`config.mk`:
```
export PLATFORM = sky130hd
export DESIGN_NAME = spi_slave_core
export DESIGN_NICKNAME = d
export VERILOG_FILES = /design/src/rtl/spi_pkg.sv /design/src/rtl/spi_edge_sync.sv /design/src/rtl/spi_slave_core.sv
export SDC_FILE = /design/constraint.sdc
export NUM_CORES = 1
export LEC_CHECK = 0
export ABC_AREA = 1
export CAP_MARGIN = 20
export CORE_MARGIN = 2
export CORE_UTILIZATION = 40
export DETAILED_ROUTE_END_ITERATION = 7
export GPL_TIMING_DRIVEN = 0
export SLEW_MARGIN = 20
export SYNTH_ARGS = -nofsm -noshare
export SYNTH_HDL_FRONTEND = slang
export SYNTH_SLANG_ARGS = --single-unit
```
`constraint.sdc`:
```
create_clock -name aclk -period 4.7 [get_ports aclk]
set_input_delay 0.705 -clock aclk [delete_from_list [all_inputs] [get_ports aclk]]
set_output_delay 0.705 -clock aclk [all_outputs]
set_load 0.02 [all_outputs]
```
`src/rtl/spi_pkg.sv`:
```
// Shared SPI definitions used by both the SPI master and the SPI slave core.
package spi_pkg;

   // Clock polarity / phase pair describing one SPI mode
   typedef struct packed {
      logic cpol;
      logic cpha;
   } spi_mode_t;

   localparam spi_mode_t SPI_MODE0 = '{cpol: 1'b0, cpha: 1'b0};
   localparam spi_mode_t SPI_MODE1 = '{cpol: 1'b0, cpha: 1'b1};
   localparam spi_mode_t SPI_MODE2 = '{cpol: 1'b1, cpha: 1'b0};
   localparam spi_mode_t SPI_MODE3 = '{cpol: 1'b1, cpha: 1'b1};

   // MOSI/MISO are sampled on the leading SCLK edge when cpha is 0
   function automatic logic spi_sample_on_leading(input logic cpha);
      return ~cpha;
   endfunction

endpackage

```
`src/rtl/spi_edge_sync.sv`:
```
// Synchronizes the asynchronous SPI pins into the aclk domain and detects
// SCLK leading/trailing edges (relative to cpol) and chip-select edges.
module spi_edge_sync #(
   parameter int SYNC_STAGES = 2
) (
   input  logic aclk,
   input  logic aresetn,
   input  logic cpol,
   input  logic spi_sclk,
   input  logic spi_cs_n,
   input  logic spi_mosi,
   output logic sclk_lead,
   output logic sclk_trail,
   output logic cs_fall,
   output logic cs_rise,
   output logic mosi_s,
   output logic cs_n_s
);

   logic [SYNC_STAGES-1:0] sclk_sync_r;
   logic [SYNC_STAGES-1:0] cs_sync_r;
   logic [SYNC_STAGES-1:0] mosi_sync_r;
   logic                   sclk_prev_r;
   logic                   cs_prev_r;
   logic                   sclk_cur_s;
   logic                   sclk_chg_s;

   // Synchronizer chains plus one history stage for edge detection
   always_ff @(posedge aclk or negedge aresetn) begin
      if (!aresetn) begin
         sclk_sync_r <= {SYNC_STAGES{1'b0}};
         cs_sync_r   <= {SYNC_STAGES{1'b1}};
         mosi_sync_r <= {SYNC_STAGES{1'b0}};
         sclk_prev_r <= 1'b0;
         cs_prev_r   <= 1'b1;
      end else begin
         sclk_sync_r <= {sclk_sync_r[SYNC_STAGES-2:0], spi_sclk};
         cs_sync_r   <= {cs_sync_r[SYNC_STAGES-2:0], spi_cs_n};
         mosi_sync_r <= {mosi_sync_r[SYNC_STAGES-2:0], spi_mosi};
         sclk_prev_r <= sclk_sync_r[SYNC_STAGES-1];
         cs_prev_r   <= cs_sync_r[SYNC_STAGES-1];
      end
   end

   assign sclk_cur_s = sclk_sync_r[SYNC_STAGES-1];
   assign sclk_chg_s = sclk_cur_s ^ sclk_prev_r;

   // Leading edge leaves the idle level, trailing edge returns to it
   assign sclk_lead  = sclk_chg_s & (sclk_cur_s ^ cpol);
   assign sclk_trail = sclk_chg_s & ~(sclk_cur_s ^ cpol);
   assign cs_n_s     = cs_sync_r[SYNC_STAGES-1];
   assign cs_fall    = cs_prev_r & ~cs_n_s;
   assign cs_rise    = ~cs_prev_r & cs_n_s;
   assign mosi_s     = mosi_sync_r[SYNC_STAGES-1];

endmodule

```
`src/rtl/spi_slave_core.sv`:
```
// SPI slave core running entirely in the aclk domain, all four CPOL/CPHA
// modes, valid/ready TX and RX word interfaces, sticky overrun/underrun.
// Optional build macro SPI_SLAVE_CORE_LSB_FIRST_EN adds the lsb_first input.
module spi_slave_core #(
   parameter int DATA_WIDTH  = 32,
   parameter int SYNC_STAGES = 2
) (
   input  logic                  aclk,
   input  logic                  aresetn,
   input  logic                  cpol,
   input  logic                  cpha,
   input  logic                  spi_sclk,
   input  logic                  spi_cs_n,
   input  logic                  spi_mosi,
   output logic                  spi_miso,
   output logic                  spi_miso_oe,
   input  logic [DATA_WIDTH-1:0] tx_data,
   input  logic                  tx_valid,
   output logic                  tx_ready,
   output logic [DATA_WIDTH-1:0] rx_data,
   output logic                  rx_valid,
   input  logic                  rx_ready,
   output logic                  busy,
   output logic                  overrun,
   output logic                  underrun,
   input  logic                  clr_flags
`ifdef SPI_SLAVE_CORE_LSB_FIRST_EN
   ,
   input  logic                  lsb_first
`endif
);

   import spi_pkg::*;

   localparam int CNT_W = $clog2(DATA_WIDTH);

   logic                  sclk_lead_s, sclk_trail_s, cs_fall_s, cs_rise_s;
   logic                  mosi_s, cs_n_s, lsb_mode_s, idle_s;
   logic                  sample_edge_s, shift_edge_s, last_bit_s;
   logic                  start_s, commit_s, commit_full_s;
   logic [DATA_WIDTH-1:0] load_word_s, rx_next_s;

   logic [DATA_WIDTH-1:0] hold_r, tx_shift_r, rx_shift_r, rx_data_r;
   logic                  hold_full_r, copied_full_r, wrap_r, await_r;
   logic                  miso_r, rx_valid_r, overrun_r, underrun_r;
   logic [CNT_W-1:0]      bit_cnt_r;

`ifdef SPI_SLAVE_CORE_LSB_FIRST_EN
   assign lsb_mode_s = lsb_first;
`else
   assign lsb_mode_s = 1'b0;
`endif

   // Bit that leaves the shift register first for the selected bit order
   function automatic logic first_bit(input logic [DATA_WIDTH-1:0] w, input logic lsb);
      if (lsb) return w[0];
      else     return w[DATA_WIDTH-1];
   endfunction

   // Shift register advanced by one bit in the selected direction
   function automatic logic [DATA_WIDTH-1:0] shift_word(input logic [DATA_WIDTH-1:0] w,
                                                        input logic lsb);
      if (lsb) return {1'b0, w[DATA_WIDTH-1:1]};
      else     return {w[DATA_WIDTH-2:0], 1'b0};
   endfunction

   spi_edge_sync #(
      .SYNC_STAGES (SYNC_STAGES)
   ) u_edge_sync (
      .aclk       (aclk),
      .aresetn    (aresetn),
      .cpol       (cpol),
      .spi_sclk   (spi_sclk),
      .spi_cs_n   (spi_cs_n),
      .spi_mosi   (spi_mosi),
      .sclk_lead  (sclk_lead_s),
      .sclk_trail (sclk_trail_s),
      .cs_fall    (cs_fall_s),
      .cs_rise    (cs_rise_s),
      .mosi_s     (mosi_s),
      .cs_n_s     (cs_n_s)
   );

   // SCLK edges only count while the synced chip select is low
   assign idle_s        = cs_n_s | cs_rise_s;
   assign sample_edge_s = ~idle_s & (spi_sample_on_leading(cpha) ? sclk_lead_s  : sclk_trail_s);
   assign shift_edge_s  = ~idle_s & (spi_sample_on_leading(cpha) ? sclk_trail_s : sclk_lead_s);
   assign last_bit_s    = (bit_cnt_r == CNT_W'(DATA_WIDTH - 1));
   assign load_word_s   = hold_full_r ? hold_r : {DATA_WIDTH{1'b0}};
   assign rx_next_s     = lsb_mode_s ? {mosi_s, rx_shift_r[DATA_WIDTH-1:1]}
                                     : {rx_shift_r[DATA_WIDTH-2:0], mosi_s};

   // A back-to-back word is copied into the shift register on the shift edge
   // after the last sample (so its first bit is on MISO in time) but only
   // committed, emptying the holding register or flagging underrun, on its
   // first sample edge. A frame that ends right after its last bit therefore
   // neither consumes a preloaded word nor reports a false underrun.
   assign start_s       = cs_fall_s | (shift_edge_s & wrap_r);
   assign commit_s      = cs_fall_s | (sample_edge_s & await_r);
   assign commit_full_s = cs_fall_s ? hold_full_r : copied_full_r;

   // TX holding register: loaded from the TX interface, emptied on commit
   always_ff @(posedge aclk or negedge aresetn) begin
      if (!aresetn) begin
         hold_r      <= {DATA_WIDTH{1'b0}};
         hold_full_r <= 1'b0;
      end else begin
         if (commit_s && commit_full_s) begin
            hold_full_r <= 1'b0;
         end
         if (tx_valid && !hold_full_r) begin
            hold_r      <= tx_data;
            hold_full_r <= 1'b1;
         end
      end
   end

   // TX shift register and MISO driver, cleared whenever the slave is deselected
   always_ff @(posedge aclk or negedge aresetn) begin
      if (!aresetn) begin
         tx_shift_r    <= {DATA_WIDTH{1'b0}};
         miso_r        <= 1'b0;
         copied_full_r <= 1'b0;
         wrap_r        <= 1'b0;
         await_r       <= 1'b0;
      end else if (idle_s) begin
         tx_shift_r    <= {DATA_WIDTH{1'b0}};
         miso_r        <= 1'b0;
         copied_full_r <= 1'b0;
         wrap_r        <= 1'b0;
         await_r       <= 1'b0;
      end else begin
         if (start_s) begin
            copied_full_r <= hold_full_r;
            wrap_r        <= 1'b0;
            await_r       <= ~cs_fall_s;
            if (cs_fall_s && cpha) begin
               tx_shift_r <= load_word_s;
            end else begin
               miso_r     <= first_bit(load_word_s, lsb_mode_s);
               tx_shift_r <= shift_word(load_word_s, lsb_mode_s);
            end
         end else if (shift_edge_s) begin
            miso_r     <= first_bit(tx_shift_r, lsb_mode_s);
            tx_shift_r <= shift_word(tx_shift_r, lsb_mode_s);
         end
         if (sample_edge_s && last_bit_s) begin
            wrap_r <= 1'b1;
         end
         if (sample_edge_s && await_r) begin
            await_r <= 1'b0;
         end
      end
   end

   // RX shift register, bit counter, word delivery and overrun detection
   always_ff @(posedge aclk or negedge aresetn) begin
      if (!aresetn) begin
         rx_shift_r <= {DATA_WIDTH{1'b0}};
         bit_cnt_r  <= {CNT_W{1'b0}};
         rx_data_r  <= {DATA_WIDTH{1'b0}};
         rx_valid_r <= 1'b0;
         overrun_r  <= 1'b0;
      end else begin
         if (rx_valid_r && rx_ready) begin
            rx_valid_r <= 1'b0;
         end
         if (clr_flags) begin
            overrun_r <= 1'b0;
         end
         if (idle_s) begin
            rx_shift_r <= {DATA_WIDTH{1'b0}};
            bit_cnt_r  <= {CNT_W{1'b0}};
         end else if (sample_edge_s) begin
            rx_shift_r <= rx_next_s;
            if (last_bit_s) begin
               bit_cnt_r <= {CNT_W{1'b0}};
               if (!rx_valid_r) begin
                  rx_data_r  <= rx_next_s;
                  rx_valid_r <= 1'b1;
               end else begin
                  overrun_r <= 1'b1;
               end
            end else begin
               bit_cnt_r <= bit_cnt_r + CNT_W'(1);
            end
         end
      end
   end

   // Underrun flag: a word committed with nothing in the holding register
   always_ff @(posedge aclk or negedge aresetn) begin
      if (!aresetn) begin
         underrun_r <= 1'b0;
      end else begin
         if (clr_flags) begin
            underrun_r <= 1'b0;
         end
         if (commit_s && !commit_full_s) begin
            underrun_r <= 1'b1;
         end
      end
   end

   assign spi_miso    = miso_r & ~cs_n_s;
   assign spi_miso_oe = ~cs_n_s;
   assign busy        = ~cs_n_s;
   assign tx_ready    = ~hold_full_r;
   assign rx_data     = rx_data_r;
   assign rx_valid    = rx_valid_r;
   assign overrun     = overrun_r;
   assign underrun    = underrun_r;

endmodule
```
==> results of run 1 <==
state kept, by name, summed over array words and instances, names as in the netlist, 2 cells and up:
register and cells:
bit_cnt_r 5, hold_r 32, rx_data 32, rx_shift_r 31
tx_shift_r 32, u_edge_sync.cs_sync_r 2, u_edge_sync.mosi_sync_r 2, u_edge_sync.sclk_sync_r 2
critical path: cells and delay by family (launching register included):
kind	cells	cell delay, ns
DFF	1	0.63
buffers and inverters	3	0.79
layer usage:
metal,vias to the layer above,global-route usage (%),routed length (um)
li1,2523,-,-
met1,2293,21.3,6380
met2,96,27.9,6390
met3,13,4.48,529
met4,0,5.01,157
met5,-,0,0
Yosys cell counts (all sizes together):
master  instances  area share [%]
mux2           32             5.5
inv            98             5.6
or2             1           0.096
buf            27             2.4
o31ai           1            0.12
nand2         242              14
dfstp           3             1.2
xor2            1            0.13
o21ai          56             4.3
nand3          41             3.1
a22o            2            0.27
xnor2           1            0.13
nor2           22             1.6
ha              2            0.38
clkbuf         11            0.65
o22ai          31             3.0
dfrtp         145              56
nand4           2            0.19
a21oi          15             1.2
where the power goes:
part	internal (mW)	total (mW)	switching, mW
logic	0.341	0.758	0.417
clock network	0.838	1.37	0.534
registers	1.46	1.57	0.103
how the worst max path moves through the flow:
stage / end / slack, ns / cells past startpoint
3_3_place_gp: hold_r[6] / -2.87 / 1
3_5_place_dp: tx_shift_r[16] / 2.22 / 10
6_report: spi_miso_oe / 2.15 / 3
2_1_floorplan: rx_data[24] / 2.96 / 11
5_1_grt: spi_miso_oe / 2.07 / 3
4_1_cts: spi_miso_oe / 2.11 / 3
kinds of logic after synthesis:
family                   after synthesis
AND/OR/NAND/NOR                      308
adder cells (fa/ha/maj)                2
flip-flops                           148
multiplexers                          32
XOR/XNOR                               2
AO/OA/AOI/OAI                        105
buffers and inverters                136
layout by cell type, fill, tap and decap left out, types with 4 or more instances in the layout:
cell             Yosys  final
a21oi_1             15     15
buf_2               21     21
buf_4                4      4
clkbuf_1            10     10
clkbuf_16            0     17
clkdlybuf4s50_1      0     79
dfrtp_1            145    145
inv_1               94     94
inv_2                4      4
inv_6                0      5
mux2_2              32     32
nand2_1            236    236
nand2_2              4      4
nand3_1             41     41
nor2_1              20     20
o21ai_0             42     42
o21ai_1             14     14
o22ai_1             31     31
area by class of cell:
cell class | count | area share, %
clock inverter | 14 | 2.12
clock buffer | 17 | 5.18
multi-input combinational | 449 | 27.3
timing repair buffer | 81 | 10.1
buffer | 38 | 2.44
sequential | 148 | 45.1
tap | 216 | 3.29
inverter | 98 | 4.48
through the flow:
stage               setup WS [ns]  utilization [%]
floorplan                    2.96                -
global placement            -2.87             47.8
detailed placement           2.22             48.0
CTS                          2.11             51.7
global route                 2.07             51.7
finish                       2.15             51.7
==> run_results.csv, run 1 <==
group,metric,value,unit
outcome,status,"complete, no violations",
synth,avgSynthCellArea,8.89,um^2
cells_and_area,n_fill_cell,1506,
drt,avgViaCountPerCell,4.64,
synth,netlist_instances,733,
synth,synth_top_family_by_area,"simple AND/OR/NAND/NOR gates",
placement,placed_area,7620,um^2
sta,rsz0062_at_grt,"false",
synth,yosysWarningCount,0,
global_routing,grt_pass1_wl,23700,um
clocking,cts_setup_buffers,0,
power_and_ir_drop,p_leak,4.03,nW
floorplan,core,15900,um^2
setup_path,cp-end-kind,"output port",
sta,setup_viol,0,
synth,synth_nets,777,
clocking,ctsResizeCount,0,
synth,muxShareOfSynthArea,5.53,%
setup_path,reg2reg_from,"bit_cnt_r[0]",
cells_and_area,drive_gt1_share,12.9,%
synth,syn_area,6520,um^2
sta,post-route-period-util,54.2,%
sta,tns,0,ns
cells_and_area,final_nets,877,
sta,drv_slew,0,
setup_path,cp.arrival,1.84,ns
setup_path,crit_fanout,8,
sta,fin_worst_skew,0.00861,ns
power_and_ir_drop,irDropWorstVdd,0.000243,V
global_routing,grt-ovfl-total,0,
drt,first_pass_iters,4,
synth,synth_xor_area_share,0.269,%
cells_and_area,multiInputGateArea,2240,um^2
synth,synthSimpleGateAreaFrac,19.4,%
setup_path,worstSetupStartpointType,"flip-flop",
clocking,htreeDepth,4,
clocking,cts_tree,"yes",
setup_path,crit_chain,"inv_2, buf_4, clkdlybuf4s50_1",
setup_path,timing.rr.end,"rx_data[25]",
cells_and_area,n_antenna_cell,0,
global_routing,grt_antenna_before_repair,0,
setup_path,max_stage_delay,0.63,ns
synth,yosysSeqAreaShare,56.9,%
global_routing,grt_pass1_vias,5042,
synth,synthAdderAreaFrac,0.384,%
synth,ys_seq_elements,148,
placement,io_buffers,80,
floorplan,dieHeight,132,um
global_routing,grt_use_total,16.7,%
setup_path,crit_type,"reg2out",
drt,ant_nets,0,
setup_path,slowest_stage,"dfstp_2",
setup_path,ff2ff_path_depth,10,
cells_and_area,areaGrowthSynthToFinish,26.1,%
drt,post_drt_wl_per_cell,12.7,um
power_and_ir_drop,p_per_area,450,nW/um^2
synth,synth_compound_area_share,8.81,%
clocking,cts-root-buf,"clkbuf_16",
placement,gp_congestion,0.773,
setup_path,reg2reg_slack,2.93,ns
clocking,holdBufCountCts,0,
sta,worst_pin_slew,0.500,ns
floorplan,initial_utilization,41.0,%
clocking,clk_pin_slew_worst_paths,0.06,ns
power_and_ir_drop,totalPowerFinal,3.70,mW
placement,hpwlAfterDp,9830,um
floorplan,die_w,132,um
sta,max_freq,392,MHz
placement,dp.cells,1030,
floorplan,dieArea,17300,um^2
drt,route.detailed.drc,0,
job,cap_violations,0,
sta,hold_ws,0.169,ns
cells_and_area,fin_area,8220,um^2
drt,num_vias,4925,
cells_and_area,finalNonFillerCells,1061,
sta,finalHoldViolations,0,
drt,wirelength,13500,um
cells_and_area,seq_area,3710,um^2
floorplan,io_pins,81,
drt,drt-initial-drc-count,234,
floorplan,rows,46,
sta,slew_headroom,66.7,%
hold_path,hp-class,"in2async",
global_routing,grt_start_max_net_pins,101,
setup_path,critPathLaunch,"u_edge_sync.cs_sync_r[1]",
clocking,insertion_delay,0.42,ns
sta,min_period,2.55,ns
clocking,numCtsBuffers,17,
clocking,clock_sinks,148,
clocking,clk_path_buf_depth,2,
setup_path,cp_data_required_time,3.99,ns
synth,yosysUniqueCellTypes,28,
(Power assumes the default switching activity.)
==> run 2, diff against run 1 <==
Clock period 4.7 ns to 2.4 ns, I/O delays scaled along.
==> run 2 against run 1 <==
  * Via count is essentially flat
  * Worst setup slack got worse by 2.0 ns
  * Die area is the same
  * Critical path depth unchanged
  * Final area is 0.12% higher
  * Count of clock-buffer cells in the layout unchanged
  * Combinational power is 95% higher
  * Register-to-register slack lost 2.3 ns
  * Clock skew is essentially flat
  * Sequential cell count stayed put
  * Core utilization rose by 0.063 points
==> run_results.csv, run 2 (synthesized netlist as in run 1, its figures left out) <==
group,metric,value,unit
power_and_ir_drop,p_leak,4.04,nW
sta,hold_ws,0.342,ns
cells_and_area,fin_util,51.8,%
sta,rsz0062_at_grt,"false",
global_routing,grt_antenna_before_repair,0,
setup_path,worstSetupStartpointType,"flip-flop",
sta,min_period,2.20,ns
setup_path,cp.arrival,1.84,ns
sta,setup_viol,0,
global_routing,grt.met3_usage,4.44,%
clocking,numCtsBuffers,17,
floorplan,rows,46,
placement,gp_congestion,0.773,
floorplan,initial_utilization,41.0,%
cells_and_area,n_antenna_cell,0,
global_routing,grt_use_total,16.7,%
power_and_ir_drop,p_per_area,880,nW/um^2
drt,ant_nets,0,
clocking,cts-root-buf,"clkbuf_16",
sta,finalHoldViolations,0,
global_routing,use_met2,27.9,%
cells_and_area,drive_gt1_share,12.9,%
cells_and_area,final_nets,878,
sta,tns,0,ns
outcome,status,"complete, no violations",
sta,worst_pin_slew,0.500,ns
setup_path,cp_num_cells,3,
global_routing,grt.met1_usage,21.3,%
cells_and_area,areaGrowthSynthToFinish,26.3,%
sta,slew_headroom,66.7,%
clocking,clk_pin_slew_worst_paths,0.06,ns
floorplan,dieArea,17300,um^2
clocking,cts_tree,"yes",
placement,io_buffers,80,
setup_path,cp_data_required_time,2.04,ns
clocking,insertion_delay,0.42,ns
drt,num_vias,4924,
floorplan,io_pins,81,
power_and_ir_drop,totalPowerFinal,7.24,mW
clocking,clk_path_buf_depth,2,
drt,drt-initial-drc-count,222,
setup_path,max_stage_delay,0.63,ns
setup_path,cp_top_family,"buffers and inverters",
hold_path,holdPathStages,1,
sta,post-route-period-util,91.8,%
clocking,clock_sinks,148,
global_routing,grt-ovfl-total,0,
setup_path,crit_chain,"inv_2, buf_4, clkdlybuf4s50_1",
hold_path,hp-class,"in2reg",
global_routing,grt.busiest_layer,"met2",
floorplan,die_w,132,um
cells_and_area,layout_common_cells,"nand2_1, dfrtp_1, inv_1, clkdlybuf4s50_1, o21ai_0",
sta,fin_worst_skew,0.00837,ns
setup_path,crit_type,"reg2out",
setup_path,ff2ff_path_depth,10,
setup_path,critPathBufInv,3,
clocking,htreeDepth,4,
floorplan,core,15900,um^2
clocking,ctsResizeCount,0,
sta,max_freq,454,MHz
floorplan,dieHeight,132,um
sta,drv_slew,0,
drt,avgViaCountPerCell,4.64,
global_routing,grt_start_max_net_pins,101,
drt,post_drt_wl_per_cell,12.7,um
drt,wirelength,13500,um
cells_and_area,n_fill_cell,1505,
power_and_ir_drop,irDropWorstVdd,0.000476,V
job,cap_violations,0,
drt,first_pass_iters,4,
cells_and_area,final_common_cell,"nand2_1",
placement,hpwlAfterDp,9830,um
drt,route.detailed.drc,0,
global_routing,grt_pass1_vias,5051,
setup_path,cp-end-kind,"output port",
global_routing,grt_pass1_wl,23700,um
setup_path,crit_fanout,8,
setup_path,slowest_stage,"dfstp_2",
## run 2: worst paths after layout
path | from | endpoint | slack (ns)
worst max-delay path | u_edge_sync.cs_sync_r[1] | spi_miso_oe | 0.20
max in group asynchronous | aresetn | hold_r[28] | 1.17
worst min register to register | u_edge_sync.sclk_sync_r[0] | u_edge_sync.sclk_sync_r[1] | 0.35
min in group asynchronous | aresetn | rx_data[4] | 0.43
worst min-delay path | spi_cs_n | u_edge_sync.cs_sync_r[0] | 0.34
worst max register to register | bit_cnt_r[0] | rx_data[25] | 0.63
## run 2: cell type report
cell class | count | area [um^2] | area share [%]
flip-flops and latches | 148 | 3710 | 45.1
multi-input cells | 449 | 2240 | 27.2
repair buffers | 82 | 843 | 10.2
clock buffers | 17 | 425 | 5.17
inverters | 98 | 368 | 4.47
well taps | 216 | 270 | 3.28
plain buffers | 38 | 200 | 2.43
clock inverters | 14 | 174 | 2.11
## run 2: stage by stage
stage / instances / setup WS [ns] / area [um^2]
after detailed placement: 1030 / 0.262 / 7620
after global routing: 1062 / 0.117 / 8230
after floorplan: 733 / 0.858 / 6520
after CTS: 1062 / 0.155 / 8230
final: 1062 / 0.196 / 8230
after global placement: 1029 / -4.83 / 7590
## run 2: what timing repair did
item	4_1_cts	5_1_grt
hold buffers	1	0
hold endpoints to repair	48	0
setup buffers	0	0
## run 2: power by group
part | switching [mW] | leakage (nW) | internal, mW
Combinational | 0.816 | 1.79 | 0.669
Sequential | 0.201 | 1.95 | 2.87
Clock | 1.05 | 0.295 | 1.64
## run 2: per-layer routing
| metal | up-vias | part of all wire (%) | wire [um] |
|---|---|---|---|
| met5 | - | 0 | 0 |
| met4 | 0 | 1.2 | 157 |
| met3 | 12 | 3.8 | 516 |
| met2 | 102 | 48 | 6420 |
| met1 | 2285 | 47 | 6380 |
| li1 | 2525 | - | - |
==> run 3, diff against run 2 <==
Settings changed: CELL_PAD_IN_SITES_DETAIL_PLACEMENT set to 0, CELL_PAD_IN_SITES_GLOBAL_PLACEMENT set to 2, CORE_UTILIZATION 40 to 34, PLACE_DENSITY set to 0.79, SLEW_MARGIN 20 to unset.
==> run 3 against run 2 <==
  * Sequential power is essentially flat
  * Hold slack better by 0.0017 ns
  * Sequential share of layout area barely moved
  * Register-to-register slack worse by 0.04 ns
  * Via count decreased by 0.65%
  * Core utilization decreased by 8.0 points
  * Final cell count grew 1.8%
  * Non-clock buffer count is the same
  * Routed wire length up 3.9%
  * Final area about the same
==> run_results.csv, run 3 (synthesized netlist as in run 1, its figures left out) <==
group,metric,value,unit
drt,first_pass_iters,7,
global_routing,grt_start_max_net_pins,81,
sta,slew_headroom,55.6,%
job,cap_violations,0,
sta,setup_slack,0.190,ns
clocking,ctsResizeCount,0,
outcome,status,"complete, no violations",
sta,min_period,2.21,ns
placement,gp_congestion,0.741,
drt,drt-initial-drc-count,260,
global_routing,grt-ovfl-total,0,
setup_path,critPathBufInv,3,
power_and_ir_drop,switching_power,2.15,mW
sta,drv_slew,0,
power_and_ir_drop,p_leak,4.03,nW
clocking,clk_path_buf_depth,2,
clocking,cts-root-buf,"clkbuf_16",
sta,setup_viol,0,
setup_path,crit_type,"reg2out",
power_and_ir_drop,p_int,5.02,mW
cells_and_area,areaGrowthSynthToFinish,26.3,%
sta,worst_pin_slew,0.665,ns
cells_and_area,n_fill_cell,1867,
clocking,clk_pin_slew_worst_paths,0.07,ns
placement,dp.cells,1048,
floorplan,core,18800,um^2
sta,max_freq,453,MHz
clocking,holdBufCountCts,1,
clocking,cts_tree,"yes",
drt,wirelength,14000,um
setup_path,cp_top_family,"buffers and inverters",
cells_and_area,final_common_cell,"nand2_1",
clocking,insertion_delay,0.42,ns
global_routing,grt_antenna_before_repair,0,
sta,post-route-period-util,92.1,%
placement,io_buffers,80,
cells_and_area,seq_area,3710,um^2
setup_path,crit_fanout,8,
drt,ant_nets,0,
floorplan,die_w,142,um
setup_path,cp_data_required_time,2.04,ns
drt,num_vias,4892,
clocking,numCtsBuffers,17,
cells_and_area,drive_gt1_share,13.0,%
power_and_ir_drop,p_comb_share,21.1,%
cells_and_area,layout_common_cells,"nand2_1, dfrtp_1, inv_1, clkdlybuf4s50_1, o21ai_0",
global_routing,grt_pass1_vias,4885,
sta,rsz0062_at_grt,"false",
sta,fin_worst_skew,0.00857,ns
sta,hold_ws,0.344,ns
floorplan,initial_utilization,34.7,%
setup_path,crit_chain,"inv_2, buf_4, clkdlybuf4s50_1",
placement,preCtsSetupSlack,0.226,ns
floorplan,io_pins,81,
floorplan,dieHeight,142,um
floorplan,dieArea,20300,um^2
cells_and_area,multiInputGateArea,2240,um^2
floorplan,rows,50,
power_and_ir_drop,p_per_area,872,nW/um^2
setup_path,worstSetupStartpointType,"flip-flop",
cells_and_area,final_nets,878,
power_and_ir_drop,clkPwrFrac,36.3,%
drt,post_drt_wl_per_cell,12.9,um
setup_path,cp.arrival,1.85,ns
clocking,htreeDepth,4,
power_and_ir_drop,seq_power_share,42.6,%
cells_and_area,n_antenna_cell,0,
cells_and_area,finalNonFillerCells,1081,
power_and_ir_drop,irDropWorstVdd,0.000507,V
sta,finalHoldViolations,0,
drt,avgViaCountPerCell,4.53,
setup_path,max_stage_delay,0.64,ns
power_and_ir_drop,switching_share,30.0,%
global_routing,grt_pass1_wl,24500,um
hold_path,hp-class,"in2reg",
clocking,clock_sinks,148,
placement,hpwlAfterDp,10300,um
setup_path,slowest_stage,"dfstp_2",
global_routing,grt_use_total,15.2,%
drt,route.detailed.drc,0,
clocking,cts_setup_buffers,0,
setup_path,cp-end-kind,"output port",
==> run 3: worst reg2reg max path, cell delays in order, from the launching register on <==
cell	delay, ns
dfstp_2	0.51
inv_1	0.05
nor2_1	0.17
nand2_2	0.17
clkbuf_1	0.25
o21ai_0	0.30
nand2_1	0.11
nand3_1	0.09
nand2_1	0.05
==> run 3: area by class of cell <==
class	instances	share of cell area [%]
repair buffers	82	10.2
well taps	234	3.56
clock inverters	14	1.70
plain buffers	38	2.43
clock buffers	18	5.34
flip-flops and latches	148	45.1
multi-input cells	449	27.2
inverters	98	4.47
==> run 3: worst paths after layout <==
| check | start | end | slack [ns] | cells after the start |
|---|---|---|---|---|
| min in group asynchronous | aresetn | rx_data[3] | 0.51 | 2 |
| max in group asynchronous | aresetn | tx_shift_r[14] | 1.07 | 3 |
| min | spi_cs_n | u_edge_sync.cs_sync_r[0] | 0.34 | 1 |
| max | u_edge_sync.cs_sync_r[1] | spi_miso_oe | 0.19 | 3 |
| min reg2reg | u_edge_sync.sclk_sync_r[0] | u_edge_sync.sclk_sync_r[1] | 0.35 | 0 |
| max reg2reg | u_edge_sync.cs_prev_r | tx_shift_r[15] | 0.59 | 8 |
==> run 3: power groups by stage <==
stage / clock network, mW / registers (mW) / logic [mW]
final: 2.60 / 3.05 / 1.52
after global routing: 2.81 / 3.11 / 1.74
after CTS: 2.69 / 3.06 / 1.55
after detailed placement: 0 / 3.10 / 1.54
after global placement: 0 / 3.09 / 1.51
after floorplan: 0 / 3.04 / 1.10
==> run 3: per-stage QoR <==
step	util (%)	setup TNS (ns)	cell area (um^2)	power, mW
final	43.8	0	8230	7.17
after CTS	43.8	0	8230	7.29
after detailed placement	40.7	0	7640	4.65
after global placement	40.5	-734.44	7610	4.60
after global routing	43.8	0	8230	7.66
after floorplan	-	0	6520	4.14
==> run 3: per-layer routing <==
layer,up-vias,GRT usage [%],share of wire (%)
met1,2272,20.9,49
met4,0,4.85,0.72
met5,-,0,0
li1,2527,-,-
met2,88,23.6,47
met3,5,3.70,3.1
